### src/rtl/nibble_serial_adder_pkg.sv
// rtl/nibble_serial_adder_pkg.sv - shared widths, FSM encoding and frame-length default
package nibble_serial_adder_pkg;

    localparam int NIB_W       = 4;
    localparam int MAX_NIB_DEF = 8;

    typedef enum logic {
        IDLE = 1'b0,
        RUN  = 1'b1
    } state_t;

endpackage

### src/rtl/nibble_serial_adder_fa4.sv
// rtl/nibble_serial_adder_fa4.sv - 4-bit ripple-carry adder built from full-adder cells
module nibble_serial_adder_fa4
    import nibble_serial_adder_pkg::*;
(
    input  logic [NIB_W-1:0] a,
    input  logic [NIB_W-1:0] b,
    input  logic             cin,
    output logic [NIB_W-1:0] sum,
    output logic             cout
);

    logic [NIB_W:0] c;

    assign c[0] = cin;

    for (genvar i = 0; i < NIB_W; i++) begin : g_fa
        assign sum[i]  = a[i] ^ b[i] ^ c[i];
        assign c[i+1]  = (a[i] & b[i]) | (c[i] & (a[i] ^ b[i]));
    end

    assign cout = c[NIB_W];

endmodule

### src/rtl/nibble_serial_adder.sv
// rtl/nibble_serial_adder.sv - framed nibble-serial adder with a single-entry skid-free output register
module nibble_serial_adder
    import nibble_serial_adder_pkg::*;
#(
    parameter int MAX_NIB = MAX_NIB_DEF
) (
    input  logic             clk,
    input  logic             rst_n,
    input  logic             in_valid,
    output logic             in_ready,
    input  logic [NIB_W-1:0] a,
    input  logic [NIB_W-1:0] b,
    input  logic             ci,
    input  logic             in_first,
    input  logic             in_last,
    output logic             out_valid,
    input  logic             out_ready,
    output logic [NIB_W-1:0] s,
    output logic             out_last,
    output logic             co,
    output logic             err
);

    state_t           state_q, state_d;
    logic             carry_q, carry_d;
    logic [3:0]       cnt_q, cnt_d;
    logic             out_valid_d, out_last_d, co_d, err_d;
    logic [NIB_W-1:0] s_d;

    logic             in_acc;
    logic             cin_mux;
    logic [NIB_W-1:0] nib_sum;
    logic             nib_c;
    logic             produce;
    logic             overflow;
    logic             frame_end;

    assign in_ready = !out_valid || out_ready;
    assign in_acc   = in_valid && in_ready;
    assign cin_mux  = in_first ? ci : carry_q;

    nibble_serial_adder_fa4 fa4_inst (
        .a    (a),
        .b    (b),
        .cin  (cin_mux),
        .sum  (nib_sum),
        .cout (nib_c)
    );

    always_ff @(posedge clk or negedge rst_n) begin
        if (!rst_n) begin
            state_q   <= IDLE;
            carry_q   <= 1'b0;
            cnt_q     <= '0;
            out_valid <= 1'b0;
            s         <= '0;
            out_last  <= 1'b0;
            co        <= 1'b0;
            err       <= 1'b0;
        end else begin
            state_q   <= state_d;
            carry_q   <= carry_d;
            cnt_q     <= cnt_d;
            out_valid <= out_valid_d;
            s         <= s_d;
            out_last  <= out_last_d;
            co        <= co_d;
            err       <= err_d;
        end
    end

    always_comb begin
        state_d     = state_q;
        carry_d     = carry_q;
        cnt_d       = cnt_q;
        out_valid_d = out_valid && !out_ready;
        s_d         = s;
        out_last_d  = out_last;
        co_d        = co;
        err_d       = err;
        produce     = 1'b0;
        overflow    = 1'b0;
        frame_end   = 1'b0;

        if (in_acc) begin
            unique case (state_q)
                IDLE: begin
                    // A stray continuation beat outside a frame is swallowed.
                    if (in_first) produce = 1'b1;
                    else          err_d   = 1'b1;
                end
                RUN: begin
                    produce = 1'b1;
                    if (in_first) err_d = 1'b1;
                end
                default: ;
            endcase
        end

        if (produce) begin
            // cnt_q holds beats already taken; reaching MAX_NIB means this one is one too many.
            overflow    = (state_q == RUN) && !in_first && !in_last && (cnt_q == 4'(MAX_NIB));
            frame_end   = in_last || overflow;
            out_valid_d = 1'b1;
            s_d         = nib_sum;
            out_last_d  = frame_end;
            co_d        = frame_end && nib_c;
            carry_d     = frame_end ? 1'b0 : nib_c;
            cnt_d       = frame_end ? 4'd0 : (in_first ? 4'd1 : cnt_q + 4'd1);
            state_d     = frame_end ? IDLE : RUN;
            if (overflow) err_d = 1'b1;
        end
    end

endmodule

### config.mk
export PLATFORM = sky130hd
export DESIGN_NAME = nibble_serial_adder
export DESIGN_NICKNAME = d
export VERILOG_FILES = /design/src/rtl/nibble_serial_adder_pkg.sv /design/src/rtl/nibble_serial_adder_fa4.sv /design/src/rtl/nibble_serial_adder.sv
export SDC_FILE = /design/constraint.sdc
export NUM_CORES = 1
export LEC_CHECK = 0
export CAP_MARGIN = 20
export CORE_MARGIN = 2
export CORE_UTILIZATION = 40
export DETAILED_ROUTE_END_ITERATION = 16
export HOLD_SLACK_MARGIN = 0.02
export MAX_ROUTING_LAYER = met4
export PLACE_DENSITY = 0.76
export SLEW_MARGIN = 20
export SYNTH_ARGS = -nofsm -noshare
export SYNTH_HDL_FRONTEND = slang
export SYNTH_SLANG_ARGS = --single-unit
### constraint.sdc
create_clock -name clk -period 2.3 [get_ports clk]
set_input_delay 0.46 -clock clk [delete_from_list [all_inputs] [get_ports clk]]
set_output_delay 0.46 -clock clk [all_outputs]
set_load 0.01 [all_outputs]
==> out/qor.txt, run 1 <==
DETAILED ROUTING
----------------------------------------------------------------------------------------------------
Total vias in the final route .........................................................          598
Aggregate routed wire length ..........................................................      1509 um
Number of search-and-repair iterations in the first detailed-routing pass .............            3
Via count normalized by instance count ................................................        4.862
Number of DRC violations after detailed-routing iteration 0 ...........................            6
Drt wl/cell ...........................................................................     12.27 um
Remaining antenna violation count after routing .......................................            0
Final routed DRC violation total ......................................................            0

CLOCK TREE
----------------------------------------------------------------------------------------------------
Num CTS Buffers .......................................................................            3
Latest clock arrival within the worst-skew pair .......................................       290 ps
Hold-fix buffers at CTS ...............................................................            0
Clock tree root buffer cell ........................................................... sky130_fd_sc_hd__clkbuf_4
Clock Sink Count ......................................................................           14
Maximum clock insertion buffer count ..................................................            2
Clock-pin slew reported for the worst setup and hold paths after clock tree synthesis .        90 ps
CTS tree ..............................................................................          yes
H-tree Lvls ...........................................................................            1

POWER AND IR DROP
----------------------------------------------------------------------------------------------------
Worst vdd rail ir drop ................................................................     367.9 uV
Power Density ......................................................................... 723.7 nW/um2
Leakage power ......................................................................... 0.0004678 uW
Total power draw ......................................................................     786.9 uW

FINISH
----------------------------------------------------------------------------------------------------
Area Growth Syn to Fin ................................................................       40.16%
Filler Cells Inserted .................................................................          149
Antenna Cells .........................................................................            0
Post-layout util ......................................................................       0.6098
Final cell area excluding filler cells ................................................     1087 um2
Combined flip-flop and latch cell area ................................................    350.3 um2
Net count reported at finish ..........................................................          120
Layout cells sized above 1 ............................................................       0.2347
Area of the multi-input gates .........................................................    389.1 um2

SETUP PATH
----------------------------------------------------------------------------------------------------
Crit path arrival time ................................................................      2570 ps
Biggest fanout along the worst timing path ............................................            1
Critical Path RT ......................................................................      2480 ps
Critical path launch point type .......................................................   input port
Type of the worst setup path ..........................................................       in2reg
Setup crit end kind ...................................................................         flop

SYNTHESIS
----------------------------------------------------------------------------------------------------
FF+latch count, synth .................................................................           14
Fraction of registers with async set or reset after synthesis .........................        1.000
Seq/Total Area, Yosys .................................................................       0.4516
Net count after synthesis .............................................................           91
Number of warning messages in the yosys log ...........................................            0
Number of instances in the synthesized netlist ........................................           70
Most used flip-flop cell after synthesis .............................................. sky130_fd_sc_hd__dfrtp_1
Area of the mapped netlist ............................................................    775.7 um2
EDFF count, synth .....................................................................            0
Distinct cell type count of the synthesized netlist ...................................           25
Syn Area/Cell .........................................................................    11.08 um2

STATUS
----------------------------------------------------------------------------------------------------
Violations in the final reports ....................................................... setup timing
Run status ............................................................................ complete, but fails checks

JOB
----------------------------------------------------------------------------------------------------
Max Cap Violations ....................................................................            0

GLOBAL ROUTING
----------------------------------------------------------------------------------------------------
Initial antenna violation count .......................................................            0
Number of global-route vias before repair .............................................          542
Aggregate global routing overflow .....................................................            0
Largest net degree at the start of global routing .....................................           15
Tot GR Track Use ......................................................................       0.1595
First-pass GRT wire length ............................................................      2277 um

STA
----------------------------------------------------------------------------------------------------
Final number of setup-violating endpoints .............................................            1
Setup repair after global routing missed its margin ...................................         true
Final hold vios .......................................................................            0
Final Max Slew Viols ..................................................................            0
Time the final worst path needs with I/O delays and setup .............................      2389 ps
Max Clock Skew ........................................................................     1.116 ps
Worst-Margin Slew .....................................................................     644.2 ps
Max Fclk ..............................................................................    418.6 MHz
Total Neg Setup Slack .................................................................    -88.70 ps
Slew margin rel. ......................................................................       0.5692
Ratio of final minimum period to clock period .........................................        1.039
Final worst slack .....................................................................    -88.70 ps

WORST HOLD PATH
----------------------------------------------------------------------------------------------------
Type of the worst min-delay path ......................................................      reg2reg

FLOORPLAN
----------------------------------------------------------------------------------------------------
# rows ................................................................................           15
Starting Density ......................................................................       0.4351
Die outline area ......................................................................     2308 um2
Number of primary I/O pins ............................................................           24
Core region area ......................................................................     1783 um2
Die height ............................................................................     48.04 um
Die extent in x .......................................................................     48.04 um

PLACE
----------------------------------------------------------------------------------------------------
Post-Place Cell Area ..................................................................     1050 um2
Placer congestion estimate ............................................................       0.7663
IO Port Bufs ..........................................................................           23
Estimated wirelength of the detail-placed design ......................................      1195 um

path summary, 6_finish.rpt:
path | start | end | slack, ps | cells after the start
max | a[0] | s[3] | -90 | 8
min | err | err | 460 | 1
max reg2reg | carry_q | s[3] | -60 | 8
min reg2reg | err | err | 460 | 1
max in group asynchronous | rst_n | cnt_q[0] | 1330 | 1
min in group asynchronous | rst_n | cnt_q[3] | 560 | 1
state kept, by name, summed over array words and instances, names as in the netlist:
name and count:
out_valid 1, s 4, co 1, cnt_q 4
state_q 1, carry_q 1, out_last 1, err 1
cell usage in the layout (no fill, tap or decap), types with 2 or more instances in the layout:
| master | Yosys | layout |
|---|---|---|
| sky130_fd_sc_hd__a21oi_1 | 3 | 3 |
| sky130_fd_sc_hd__buf_4 | 0 | 3 |
| sky130_fd_sc_hd__clkbuf_4 | 0 | 3 |
| sky130_fd_sc_hd__clkdlybuf4s50_1 | 0 | 21 |
| sky130_fd_sc_hd__dfrtp_1 | 14 | 14 |
| sky130_fd_sc_hd__fa_2 | 0 | 4 |
| sky130_fd_sc_hd__ha_1 | 2 | 2 |
| sky130_fd_sc_hd__inv_1 | 9 | 7 |
| sky130_fd_sc_hd__inv_2 | 0 | 2 |
| sky130_fd_sc_hd__mux2_2 | 6 | 5 |
| sky130_fd_sc_hd__nand2_1 | 10 | 10 |
| sky130_fd_sc_hd__nand3_1 | 2 | 2 |
| sky130_fd_sc_hd__o31ai_1 | 3 | 3 |
| sky130_fd_sc_hd__o41ai_1 | 2 | 2 |
routing by layer:
layer	track usage	wire length (um)	vias up
met3	0.06792	87	4
met2	0.2453	741	19
li1	-	-	297
met5	-	0	-
met1	0.1749	657	278
met4	0.08108	23	0
where the power goes:
part | total [uW] | leakage [uW] | switching (uW) | internal, uW
sequential | 340 | 0.000172 | 39.9 | 300
clock | 181 | 0.0000210 | 84.1 | 96.5
combinational | 267 | 0.000275 | 110 | 157
total | 787 | 0.000468 | 234 | 553
through the flow:
stage	hold slack, ps	setup slack [ps]	std cells
after global routing	475.5	-143.8	123
after CTS	463.2	-138.6	123
after detailed placement	443.5	-741.9	118
after floorplan	164.4	-262.4	70
final	460.0	-88.70	123
after global placement	439.3	-707.4	118
synthesized netlist by cell type, types with 2 or more instances:
| library cell | instances | area share |
|---|---|---|
| sky130_fd_sc_hd__a21oi_1 | 3 | 0.019 |
| sky130_fd_sc_hd__dfrtp_1 | 14 | 0.45 |
| sky130_fd_sc_hd__fa_1 | 4 | 0.10 |
| sky130_fd_sc_hd__ha_1 | 2 | 0.032 |
| sky130_fd_sc_hd__inv_1 | 9 | 0.044 |
| sky130_fd_sc_hd__mux2_2 | 6 | 0.087 |
| sky130_fd_sc_hd__nand2_1 | 10 | 0.048 |
| sky130_fd_sc_hd__nand3_1 | 2 | 0.013 |
| sky130_fd_sc_hd__o31ai_1 | 3 | 0.029 |
| sky130_fd_sc_hd__o41ai_1 | 2 | 0.023 |
timing repair:
item | CTS | global route
buffers inserted | 1 | 0
pin swaps | 3 | 3
endpoints found under the setup margin | 4 | 3
gates resized for setup | 5 | 0
cloned | 0 | 0
cell families after synthesis:
kind of cell | after synthesis | synth area share
AO/OA/AOI/OAI | 13 | 0.1306
flip-flops | 14 | 0.4516
buffers and inverters | 11 | 0.06451
AND/OR/NAND/NOR | 20 | 0.1307
adder cells (fa/ha/maj) | 6 | 0.1355
multiplexers | 6 | 0.08709
cell type report:
class / count / area share
well taps: 25 / 0.02877
clock buffers: 4 / 0.03337
inverters: 9 / 0.03107
multi-input cells: 45 / 0.3579
repair buffers: 26 / 0.2267
flip-flops and latches: 14 / 0.3222
critical path, cell delays in order:
cell	delay (ps)
sky130_fd_sc_hd__clkdlybuf4s50_1	440
sky130_fd_sc_hd__fa_2	390
sky130_fd_sc_hd__inv_2	60
sky130_fd_sc_hd__fa_2	180
sky130_fd_sc_hd__inv_2	40
sky130_fd_sc_hd__fa_2	340
sky130_fd_sc_hd__fa_2	400
sky130_fd_sc_hd__mux2_2	260
(Power assumes the default switching activity.)
==> inputs of run 2 (changes only) <==
--- a/config.mk
+++ b/config.mk
@@ -5,6 +5,7 @@
 export SDC_FILE = /design/constraint.sdc
 export NUM_CORES = 1
 export LEC_CHECK = 0
+export ABC_CLOCK_PERIOD_IN_PS = 2300
 export CAP_MARGIN = 20
 export CORE_MARGIN = 2
 export CORE_UTILIZATION = 40
==> results of run 2 <==
Same layout as run 1: the final DEF is identical, and so are final timing and power.
